<file path="src/rtl/saat_pkg.sv">
// Shared definitions for the clock setting sequencer: field indices, FSM states
// and the field-advance helper.
package saat_pkg;

  localparam int ALAN_W = 3;

  localparam logic [ALAN_W-1:0] ALAN_SANIYE = 3'd0;
  localparam logic [ALAN_W-1:0] ALAN_DAKIKA = 3'd1;
  localparam logic [ALAN_W-1:0] ALAN_SAAT   = 3'd2;
  localparam logic [ALAN_W-1:0] ALAN_GUN    = 3'd3;
  localparam logic [ALAN_W-1:0] ALAN_AY     = 3'd4;
  localparam logic [ALAN_W-1:0] ALAN_YIL    = 3'd5;

  typedef enum logic {
    CALIS = 1'b0,
    AYAR  = 1'b1
  } durum_t;

  // Next field index, wrapping back to seconds after the last field.
  function automatic logic [ALAN_W-1:0] sonraki_alan(input logic [ALAN_W-1:0] alan,
                                                     input logic [ALAN_W-1:0] son);
    logic [ALAN_W-1:0] sonuc;
    if (alan == son) begin
      sonuc = ALAN_SANIYE;
    end else begin
      sonuc = alan + 3'd1;
    end
    return sonuc;
  endfunction

endpackage

</file>
<file path="src/rtl/buton_tekrar.sv">
// Edge detection, both-pressed lockout and hold-to-repeat timing for the
// increment/decrement button pair. Requests are combinational, one cycle each.
module buton_tekrar
  import saat_pkg::*;
#(
  parameter int unsigned HOLD_CYC   = 50_000_000,
  parameter int unsigned REPEAT_CYC = 10_000_000
) (
  input  logic clk,
  input  logic reset,
  input  logic en,
  input  logic blk,
  input  logic arttir,
  input  logic azalt,
  output logic inc_req,
  output logic dec_req
);

  localparam int unsigned MAX_CYC = (HOLD_CYC > REPEAT_CYC) ? HOLD_CYC : REPEAT_CYC;
  localparam int CW = $clog2(MAX_CYC + 1);
  localparam logic [CW-1:0] HOLD_LIM = CW'(HOLD_CYC - 1);
  localparam logic [CW-1:0] REP_LIM  = CW'(REPEAT_CYC - 1);

  logic          art_prev_r, az_prev_r;
  logic          lock_r, lock_s;
  logic          active_r, active_s;
  logic          dir_r, dir_s;
  logic          rep_r, rep_s;
  logic [CW-1:0] cnt_r, cnt_s;
  logic [CW-1:0] lim_s;
  logic          art_rise_s, az_rise_s;

  // Request generation and next values of the hold/repeat tracking state.
  always_comb begin
    art_rise_s = arttir & ~art_prev_r;
    az_rise_s  = azalt & ~az_prev_r;
    lim_s      = rep_r ? REP_LIM : HOLD_LIM;
    inc_req    = 1'b0;
    dec_req    = 1'b0;
    lock_s     = lock_r;
    active_s   = active_r;
    dir_s      = dir_r;
    rep_s      = rep_r;
    cnt_s      = cnt_r;
    if (!en) begin
      lock_s   = lock_r & (arttir | azalt);
      active_s = 1'b0;
      rep_s    = 1'b0;
      cnt_s    = {CW{1'b0}};
    end else if (arttir && azalt) begin
      lock_s   = 1'b1;
      active_s = 1'b0;
      rep_s    = 1'b0;
      cnt_s    = {CW{1'b0}};
    end else if (lock_r) begin
      // Lockout only releases once both buttons have been let go.
      lock_s   = arttir | azalt;
      active_s = 1'b0;
      rep_s    = 1'b0;
      cnt_s    = {CW{1'b0}};
    end else if (blk) begin
      lock_s   = art_rise_s | az_rise_s;
      active_s = 1'b0;
      rep_s    = 1'b0;
      cnt_s    = {CW{1'b0}};
    end else if (art_rise_s) begin
      inc_req  = 1'b1;
      active_s = 1'b1;
      dir_s    = 1'b1;
      rep_s    = 1'b0;
      cnt_s    = {CW{1'b0}};
    end else if (az_rise_s) begin
      dec_req  = 1'b1;
      active_s = 1'b1;
      dir_s    = 1'b0;
      rep_s    = 1'b0;
      cnt_s    = {CW{1'b0}};
    end else if (active_r && (dir_r ? arttir : azalt)) begin
      if (cnt_r == lim_s) begin
        inc_req = dir_r;
        dec_req = ~dir_r;
        rep_s   = 1'b1;
        cnt_s   = {CW{1'b0}};
      end else begin
        cnt_s = cnt_r + {{(CW-1){1'b0}}, 1'b1};
      end
    end else begin
      active_s = 1'b0;
      rep_s    = 1'b0;
      cnt_s    = {CW{1'b0}};
    end
  end

  // Button history and hold/repeat state registers.
  always_ff @(posedge clk or posedge reset) begin
    if (reset) begin
      art_prev_r <= 1'b0;
      az_prev_r  <= 1'b0;
      lock_r     <= 1'b0;
      active_r   <= 1'b0;
      dir_r      <= 1'b0;
      rep_r      <= 1'b0;
      cnt_r      <= {CW{1'b0}};
    end else begin
      art_prev_r <= arttir;
      az_prev_r  <= azalt;
      lock_r     <= lock_s;
      active_r   <= active_s;
      dir_r      <= dir_s;
      rep_r      <= rep_s;
      cnt_r      <= cnt_s;
    end
  end

endmodule

</file>
<file path="src/rtl/ayar_kontrol.sv">
// Run/set sequencer for the time-field counters: seconds tick, field selection,
// routed inc/dec pulses with hold-to-repeat, idle timeout and blink enable.
module ayar_kontrol
  import saat_pkg::*;
#(
  parameter int unsigned TICK_DIV   = 100_000_000,
  parameter int unsigned HOLD_CYC   = 50_000_000,
  parameter int unsigned REPEAT_CYC = 10_000_000,
  parameter int unsigned TIMEOUT_S  = 30,
  parameter int unsigned NUM_FIELDS = 6
) (
  input  logic                  clk,
  input  logic                  reset,
  input  logic                  mod_buton,
  input  logic                  arttir_buton,
  input  logic                  azalt_buton,
  output logic                  stop,
  output logic                  saniye_tick,
  output logic [ALAN_W-1:0]     alan_sec,
  output logic [NUM_FIELDS-1:0] arttir_pulse,
  output logic [NUM_FIELDS-1:0] azalt_pulse,
  output logic                  yanip_sonme
);

  localparam int PW = $clog2(TICK_DIV + 1);
  localparam logic [PW-1:0] PRESC_SON = PW'(TICK_DIV - 1);
  localparam longint unsigned TO_CYC = 64'(TIMEOUT_S) * 64'(TICK_DIV);
  localparam int IW = $clog2(TO_CYC + 64'd1);
  localparam logic [IW-1:0] TO_LIM = IW'(TO_CYC - 64'd1);
  localparam int unsigned BLINK_Q = ((TICK_DIV / 4) > 0) ? (TICK_DIV / 4) : 1;
  localparam int BW = $clog2(BLINK_Q + 1);
  localparam logic [BW-1:0] BLINK_SON = BW'(BLINK_Q - 1);
  localparam logic [ALAN_W-1:0] SON_ALAN = ALAN_W'(NUM_FIELDS - 1);

  durum_t                durum_r, durum_s;
  logic                  mod_prev_r;
  logic [ALAN_W-1:0]     alan_r, alan_s;
  logic [PW-1:0]         presc_r, presc_s;
  logic [IW-1:0]         idle_r, idle_s;
  logic [BW-1:0]         blink_cnt_r, blink_cnt_s;
  logic                  blink_r, blink_s;
  logic                  tick_r, tick_s;
  logic                  stop_r, stop_s;
  logic [NUM_FIELDS-1:0] art_pulse_r, art_pulse_s;
  logic [NUM_FIELDS-1:0] az_pulse_r, az_pulse_s;
  logic [NUM_FIELDS-1:0] tek_sicak_s;
  logic                  mod_rise_s, aktif_s, ayarda_s;
  logic                  kal_calis_s, kal_ayar_s;
  logic                  inc_req_s, dec_req_s;

  assign mod_rise_s = mod_buton & ~mod_prev_r;
  assign aktif_s    = mod_buton | arttir_buton | azalt_buton;
  assign ayarda_s   = (durum_r == AYAR);

  buton_tekrar #(
    .HOLD_CYC  (HOLD_CYC),
    .REPEAT_CYC(REPEAT_CYC)
  ) u_buton_tekrar (
    .clk    (clk),
    .reset  (reset),
    .en     (ayarda_s),
    .blk    (mod_rise_s),
    .arttir (arttir_buton),
    .azalt  (azalt_buton),
    .inc_req(inc_req_s),
    .dec_req(dec_req_s)
  );

  // FSM state register.
  always_ff @(posedge clk or posedge reset) begin
    if (reset) begin
      durum_r <= CALIS;
    end else begin
      durum_r <= durum_s;
    end
  end

  // FSM next-state: mode button entry/exit and idle timeout.
  always_comb begin
    durum_s = durum_r;
    case (durum_r)
      CALIS: begin
        if (mod_rise_s) begin
          durum_s = AYAR;
        end else begin
          durum_s = CALIS;
        end
      end
      AYAR: begin
        if (mod_rise_s && (alan_r == SON_ALAN)) begin
          durum_s = CALIS;
        end else if (!aktif_s && (idle_r == TO_LIM)) begin
          durum_s = CALIS;
        end else begin
          durum_s = AYAR;
        end
      end
      default: durum_s = CALIS;
    endcase
  end

  // FSM outputs: next values of every registered output and counter.
  always_comb begin
    kal_calis_s = (durum_r == CALIS) && (durum_s == CALIS);
    kal_ayar_s  = (durum_r == AYAR) && (durum_s == AYAR);
    tek_sicak_s = {{(NUM_FIELDS-1){1'b0}}, 1'b1} << alan_r;

    if (durum_s != AYAR) begin
      alan_s = ALAN_SANIYE;
    end else if (durum_r != AYAR) begin
      alan_s = ALAN_SANIYE;
    end else if (mod_rise_s) begin
      alan_s = sonraki_alan(alan_r, SON_ALAN);
    end else begin
      alan_s = alan_r;
    end

    // Prescaler restarts from zero whenever run mode is (re)entered.
    if (kal_calis_s) begin
      presc_s = (presc_r == PRESC_SON) ? {PW{1'b0}} : presc_r + {{(PW-1){1'b0}}, 1'b1};
    end else begin
      presc_s = {PW{1'b0}};
    end
    tick_s = kal_calis_s && (presc_r == PRESC_SON);

    if (kal_ayar_s && !aktif_s) begin
      idle_s = idle_r + {{(IW-1){1'b0}}, 1'b1};
    end else begin
      idle_s = {IW{1'b0}};
    end

    if (kal_ayar_s) begin
      if (blink_cnt_r == BLINK_SON) begin
        blink_cnt_s = {BW{1'b0}};
        blink_s     = ~blink_r;
      end else begin
        blink_cnt_s = blink_cnt_r + {{(BW-1){1'b0}}, 1'b1};
        blink_s     = blink_r;
      end
    end else begin
      blink_cnt_s = {BW{1'b0}};
      blink_s     = 1'b1;
    end

    stop_s      = (durum_s == AYAR);
    art_pulse_s = inc_req_s ? tek_sicak_s : {NUM_FIELDS{1'b0}};
    az_pulse_s  = dec_req_s ? tek_sicak_s : {NUM_FIELDS{1'b0}};
  end

  // Output and counter registers.
  always_ff @(posedge clk or posedge reset) begin
    if (reset) begin
      mod_prev_r  <= 1'b0;
      alan_r      <= ALAN_SANIYE;
      presc_r     <= {PW{1'b0}};
      idle_r      <= {IW{1'b0}};
      blink_cnt_r <= {BW{1'b0}};
      blink_r     <= 1'b1;
      tick_r      <= 1'b0;
      stop_r      <= 1'b0;
      art_pulse_r <= {NUM_FIELDS{1'b0}};
      az_pulse_r  <= {NUM_FIELDS{1'b0}};
    end else begin
      mod_prev_r  <= mod_buton;
      alan_r      <= alan_s;
      presc_r     <= presc_s;
      idle_r      <= idle_s;
      blink_cnt_r <= blink_cnt_s;
      blink_r     <= blink_s;
      tick_r      <= tick_s;
      stop_r      <= stop_s;
      art_pulse_r <= art_pulse_s;
      az_pulse_r  <= az_pulse_s;
    end
  end

  assign stop         = stop_r;
  assign saniye_tick  = tick_r;
  assign alan_sec     = alan_r;
  assign arttir_pulse = art_pulse_r;
  assign azalt_pulse  = az_pulse_r;
  assign yanip_sonme  = blink_r;

endmodule

</file>
<file path="config.mk">
export PLATFORM = sky130hd
export DESIGN_NAME = ayar_kontrol
export DESIGN_NICKNAME = d
export VERILOG_FILES = /design/src/rtl/saat_pkg.sv /design/src/rtl/buton_tekrar.sv /design/src/rtl/ayar_kontrol.sv
export SDC_FILE = /design/constraint.sdc
export NUM_CORES = 1
export LEC_CHECK = 0
export CORE_MARGIN = 4
export CORE_UTILIZATION = 40
export DETAILED_ROUTE_END_ITERATION = 16
export SLEW_MARGIN = 20
export SYNTH_ARGS = -nofsm -noshare
export SYNTH_HDL_FRONTEND = slang
export SYNTH_SLANG_ARGS = --single-unit
</file>
<file path="constraint.sdc">
create_clock -name clk -period 12.3 [get_ports clk]
set_input_delay 3.69 -clock clk [delete_from_list [all_inputs] [get_ports clk]]
set_output_delay 3.69 -clock clk [all_outputs]
set_load 0.01 [all_outputs]
</file>
==> summary.md, run 1 <==
| Metric | Value |
|---|---|
| Nature of the critical path endpoint | `register` |
| Pins over their slew limit | `0` |
| Mapped Cells | `718` |
| Synth Warn # | `0` |
| Status | `completed` |
| # DRC | `0` |
| Peak VDD IR | `0.128 mV` |
| Final Power | `1.17 mW` |
| Worst Slack Setup Final | `6.68 ns` |
| Final HPWL DP | `10300 um` |
| Post-Syn Area per Cell | `9.96 um^2` |
| Placed inst area | `7490 um^2` |
| CTS tree | `yes` |
| H-tree lvl count | `4` |
| Post-synthesis sequential area ratio | `47.3%` |
| CP startpoint kind | `input pin` |
| Die X | `142 um` |
| Port Buf Inserts | `22` |
| Period utilisation layout | `45.7%` |
| Worst-path cell chain | `clkdlybuf4s50_1 > nand2b_1 > nand2_1 > or4b_1 > buf_4 > a211oi_1` |
| Max FO, Critical Path | `28` |
| R2R Setup Slk | `9.65 ns` |
| Hold Path Class | `register to register` |
| Wire per inst | `16.6 um` |
| Leak pwr | `2.93 nW` |
| Max-cap violations | `0` |
| Worst-path clk slew | `0.06 ns` |
| Post-Syn Nets | `728` |
| Nets@finish | `731` |
| Final hold violations | `0` |
| Non-Filler Instances | `958` |
| First-pass GRT wire length | `26900 um` |
| Slew @ Worst Pin | `1.03 ns` |
| R2R depth | `6` |
| GPL Wtd Cong | `0.831` |
| Post-synth top flop | `dfrtp_1` |
| Critical Setup Path Class | `input pin to register` |
| TNS Setup | `0 ns` |
| Area Growth Syn to Fin | `14.0%` |
| Diodes inserted | `0` |
| Fin util | `46.8%` |
| Netlist cell types | `56` |
| Hold buffers post-CTS | `0` |
| Hold Startpoint | `blink_cnt_r[0]$_DFF_PP0_` |
| WHS | `0.468 ns` |
| Most frequent cells in the layout | `dfrtp_1, nand2_1, nand3_1, nor3_1, a211oi_1` |
| Placed cells | `927` |
| Via count | `5700` |
| Max Clock Freq | `0.178 GHz` |
| Cts bufs inserted | `17` |
| Initial antenna violation count | `0` |
| Post-CTS Repair Setup Buffers | `0` |
| Slew HR | `31.2%` |
| Number of flops mapped to enable cells by yosys | `0` |
| Pin count of the biggest net entering global routing | `76` |
| Core ar. | `17400 um^2` |
| Chip height | `142 um` |
| Commonest non-fill, non-tap cell in the layout | `dfrtp_1` |
| Pwr dens | `143 nW/um^2` |
| Post-synthesis async set-or-reset flop share | `100%` |
| IO Pins | `23` |
| Slowest cell on crit path | `clkdlybuf4s50_1` |
| Routed Antenna Nets | `0` |
| Endpoints failing setup | `0` |
| Row count | `48` |
| Kind of cell adding the most delay to the critical path | `simple AND/OR/NAND/NOR gates` |
| Final Instance Area | `8150 um^2` |
| # resized after CTS | `0` |
| Bufs on Longest Clock Path | `2` |
| Initial Util | `41.1%` |
| Hold Path Cell Cnt | `1` |
| Worst-Skew Late Latency | `0.42 ns` |
| Mapped Area | `7150 um^2` |
| Hold Crit Endpoint | `blink_cnt_r[0]$_DFF_PP0_` |
| Dpl ws | `6.25 ns` |
| Fraction of layout cells with a size suffix above 1 | `10.1%` |
| CP peak stage delay | `0.63 ns` |
| Min Tclk post-route | `5.62 ns` |
| Drt pass-1 iters | `5` |
| Vias/cell | `5.95` |
| Root buf cell | `clkbuf_16` |
| GRT Total Usage | `16.2%` |
| Crit path arrival time | `5.93 ns` |
| Congestion Overflow GR | `0` |
| Buf/Inv on CP | `2` |
| CP startpoint | `arttir_buton` |
| Worst r2r src | `presc_r[0]$_DFF_PP0_` |
| Post-synthesis register bit count | `135` |
| Post-Route WL | `15900 um` |
| Die footprint | `20100 um^2` |
| Number of global-route vias before repair | `5624` |
| Worst reg2reg path endpoint | `presc_r[17]$_DFF_PP0_` |
| RSZ-0062 raised after global routing | `false` |
| Clk sink count | `135` |
| Worst EP required | `12.61 ns` |
| Clk_skew | `0.00969 ns` |
| Drt first-iter violations | `303` |
-- kinds of logic (layout without fill, tap and decap cells) --
logic type                 count (synthesis)  count (layout)  share of synthesized area, %
AOI/OAI and AO/OA                        140             140                          14.2
xor gates and xnor gates                  49              49                          6.00
adders and majority gates                  5               5                         0.875
buffers and inverters                     61              76                          3.92
DFF                                      135             135                          47.3
muxes                                      1               1                         0.140
and+or+nand+nor                          327             327                          27.6
-- routing by layer --
metal / global-route usage [%] / share of wire (%) / up-vias / wire (um)
met1: 20.5 / 46 / 2866 / 7320
met4: 4.95 / 1.3 / 0 / 206
li1: - / - / 2739 / -
met2: 27.5 / 50 / 73 / 7940
met3: 3.81 / 2.6 / 22 / 417
met5: 0 / 0 / - / 0
-- cell usage after synthesis, types with 21 or more instances --
library cell | n | area share (%)
or3_1 | 28 | 2.4
a21oi_1 | 21 | 1.5
nand3_1 | 43 | 3.0
clkbuf_1 | 22 | 1.2
nand2_1 | 45 | 2.4
o31ai_1 | 33 | 3.5
nor3_1 | 39 | 2.7
nor2_1 | 27 | 1.4
or4_1 | 33 | 3.5
xnor2_1 | 23 | 2.8
dfrtp_1 | 134 | 47
nand4_1 | 29 | 2.5
o21ai_0 | 24 | 1.7
xor2_1 | 26 | 3.2
a211oi_1 | 35 | 3.7
-- state kept, by name, summed over array words and instances, names as in the netlist --
register,cells
yanip_sonme,1
mod_prev_r,1
stop,1
saniye_tick,1
arttir_pulse,6
u_buton_tekrar.art_prev_r,1
u_buton_tekrar.rep_r,1
blink_cnt_r,25
alan_sec,3
presc_r,27
u_buton_tekrar.lock_r,1
u_buton_tekrar.cnt_r,26
idle_r,32
u_buton_tekrar.dir_r,1
u_buton_tekrar.az_prev_r,1
u_buton_tekrar.active_r,1
azalt_pulse,6
-- layout make-up --
cell class,count,area (um^2)
Clock buffer,18,429
Clock inverter,13,229
Fill cell,1633,9260
Inverter,17,66.3
Multi-Input combinational cell,522,3500
Sequential cell,135,3380
Tap cell,225,282
Timing Repair Buffer,28,265
-- worst max-delay path by stage --
| stage | to | slack [ns] | depth (start not counted) |
|---|---|---|---|
| final | u_buton_tekrar.cnt_r[13]$_DFF_PP0_ | 6.68 | 6 |
| after CTS | u_buton_tekrar.cnt_r[13]$_DFF_PP0_ | 6.69 | 6 |
| after detailed placement | idle_r[24]$_DFF_PP0_ | 6.25 | 4 |
| after global routing | u_buton_tekrar.cnt_r[13]$_DFF_PP0_ | 6.54 | 6 |
| after floorplan | alan_sec[0]$_DFFE_PP0P_ | 5.00 | 1 |
| after global placement | u_buton_tekrar.cnt_r[25]$_DFF_PP0_ | 6.37 | 6 |
-- power by group --
group	switching, mW	total, mW	internal (mW)	leakage, nW
Sequential	0.0233	0.486	0.462	1.86
Clock	0.194	0.573	0.379	0.320
Combinational	0.0669	0.107	0.0403	0.752
(Power assumes the default switching activity.)
==> run 2: changes to the inputs <==
clock period = 5 ns   (was 12.3 ns; I/O delays follow)
==> run 2 against run 1 <==
Compared with the run above:
- clock skew is 0.0070 ns higher
- power increased by 120%
- core utilization decreased by 0.64 points
- first-iteration DRC count up 23%
- largest cell class unchanged
- largest power group is now registers
- highest routed layer unchanged
==> summary.md, run 2 (synthesis gave the netlist of run 1 again) <==
| Metric | Value |
|---|---|
| Combinational Power Share | `10.6%` |
| RSZ-0062 raised after global routing | `false` |
| # DRC | `0` |
| Worst-Skew Late Latency | `0.42 ns` |
| H-tree lvl count | `4` |
| Cts bufs inserted | `17` |
| Clk sink count | `135` |
| Top Layer Used | `met4` |
| Worst reg2reg path endpoint | `presc_r[17]$_DFF_PP0_` |
| Critical Setup Path Class | `input pin to register` |
| Hold Crit Endpoint | `blink_cnt_r[0]$_DFF_PP0_` |
| Drt first-iter violations | `374` |
| Slowest cell on crit path | `clkdlybuf4s50_1` |
| Wire per inst | `16.3 um` |
| Slew @ Worst Pin | `0.983 ns` |
| Area Growth Syn to Fin | `12.5%` |
| Core ar. | `17400 um^2` |
| GRT Total Usage | `16.0%` |
| Initial Util | `41.1%` |
| Die X | `142 um` |
| Port Buf Inserts | `22` |
| Die footprint | `20100 um^2` |
| Max Clock Freq | `0.292 GHz` |
| # resized after CTS | `0` |
| Buf/Inv on CP | `2` |
| Final HPWL DP | `10200 um` |
| Largest reg by FF count | `idle_r` |
| Worst EP required | `5.31 ns` |
| TNS Setup | `0 ns` |
| Worst r2r src | `presc_r[0]$_DFF_PP0_` |
| R2R depth | `6` |
| WHS | `0.467 ns` |
| Routed Antenna Nets | `0` |
| Worst-path cell chain | `clkdlybuf4s50_1 > nand2b_1 > nand2_1 > or4b_1 > buf_4 > a211oi_1` |
| Commonest non-fill, non-tap cell in the layout | `dfrtp_1` |
| Final hold violations | `0` |
| Pin count of the biggest net entering global routing | `71` |
| Via count | `5665` |
| Pins over their slew limit | `0` |
| Vias/cell | `5.91` |
| Clk_skew | `0.0167 ns` |
| Congestion Overflow GR | `0` |
| Worst-path clk slew | `0.05 ns` |
| Net Sw Frac | `25.5%` |
| Hold buffers post-CTS | `0` |
| R2R Setup Slk | `2.37 ns` |
| Number of global-route vias before repair | `5705` |
| Diodes inserted | `0` |
| Slew HR | `34.1%` |
| DR WL met3 | `504 um` |
| Crit path arrival time | `3.74 ns` |
| Switch Pwr | `654 uW` |
| Hold Path Class | `register to register` |
| Post-Route WL | `15600 um` |
| Min Tclk post-route | `3.43 ns` |
| Nets@finish | `734` |
| Pint | `1.91 mW` |
| Root buf cell | `clkbuf_16` |
| Fin util | `46.2%` |
| Max-cap violations | `0` |
| Drt pass-1 iters | `4` |
| Peak VDD IR | `0.241 mV` |
| # fillers | `1654` |
| Status | `completed` |
| Post-CTS Repair Setup Buffers | `0` |
| First-pass GRT wire length | `26700 um` |
| Routed met2 length | `7760 um` |
| Largest regs | `idle_r x32, presc_r x27, u_buton_tekrar.cnt_r x26` |
| Bufs on Longest Clock Path | `2` |
| GPL Wtd Cong | `0.828` |
| Final Power | `2.57 mW` |
| CP peak stage delay | `0.63 ns` |
| Most frequent cells in the layout | `dfrtp_1, nand2_1, nand3_1, nor3_1, a211oi_1` |
| Pwr dens | `319 nW/um^2` |
| Initial antenna violation count | `0` |
| Row count | `48` |
| CP startpoint kind | `input pin` |
| CTS tree | `yes` |
| Nature of the critical path endpoint | `register` |
| Leak pwr | `2.88 nW` |
| Kind of cell adding the most delay to the critical path | `simple AND/OR/NAND/NOR gates` |
| Max FFs per register | `32` |
| Fraction of layout cells with a size suffix above 1 | `9.82%` |
| Max FO, Critical Path | `28` |
| Hold Path Cell Cnt | `1` |
| Endpoints failing setup | `0` |
| Hold Startpoint | `blink_cnt_r[0]$_DFF_PP0_` |
| IO Pins | `23` |
| Period utilisation layout | `68.5%` |
| Sequential power share | `46.4%` |
| Post-Route M1 WL | `7170 um` |
| Clock power frac | `43.0%` |
| Chip height | `142 um` |
run 2: changes by cell type in the layout (fill, tap and decap cells not counted), sizes merged:
| cell | previous run | this run |
|---|---|---|
| clkinv | 6 | 5 |
| buf | 6 | 9 |
| inv | 17 | 16 |
| clkbuf | 18 | 23 |
| bufinv | 6 | 0 |
run 2: power by group through the flow:
stage / combinational [mW] / clock [mW] / sequential (mW)
detailed placement: 0.275 / 0 / 1.21
global placement: 0.268 / 0 / 1.21
finish: 0.271 / 1.11 / 1.19
global route: 0.306 / 1.18 / 1.20
floorplan: 0.169 / 0 / 1.21
CTS: 0.276 / 1.13 / 1.19
run 2: metal layers:
metal / global-route usage (%) / vias to the layer above
li1: - / 2740
met1: 20.4 / 2845
met2: 27.0 / 68
met3: 4.15 / 12
met4: 4.49 / 0
met5: 0 / -
run 2: worst max-delay path by stage:
stage / to / from / slack, ns / cells after the start
floorplan: alan_sec[0]$_DFFE_PP0P_ / reset / 1.82 / 1
global route: u_buton_tekrar.cnt_r[16]$_DFF_PP0_ / arttir_buton / 1.47 / 6
global placement: u_buton_tekrar.cnt_r[25]$_DFF_PP0_ / arttir_buton / 1.26 / 6
detailed placement: u_buton_tekrar.cnt_r[13]$_DFF_PP0_ / arttir_buton / 1.16 / 6
finish: u_buton_tekrar.cnt_r[13]$_DFF_PP0_ / arttir_buton / 1.57 / 6
CTS: u_buton_tekrar.cnt_r[13]$_DFF_PP0_ / arttir_buton / 1.62 / 6
run 2: per-stage QoR:
step | setup slack (ns) | std cells | area [um^2]
floorplan | 1.82 | 718 | 7150
detailed placement | 1.16 | 930 | 7530
global route | 1.47 | 958 | 8040
global placement | 1.26 | 930 | 7530
CTS | 1.62 | 958 | 8040
finish | 1.57 | 958 | 8040
run 2: final cells by class:
cell class	count	area (um^2)	area share, %
multi-input cells	522	3500	43.5
repair buffers	31	300	3.73
inverters	17	67.6	0.840
clock inverters	5	25.0	0.311
flip-flops and latches	135	3380	42.0
well taps	225	282	3.50
clock buffers	23	488	6.07
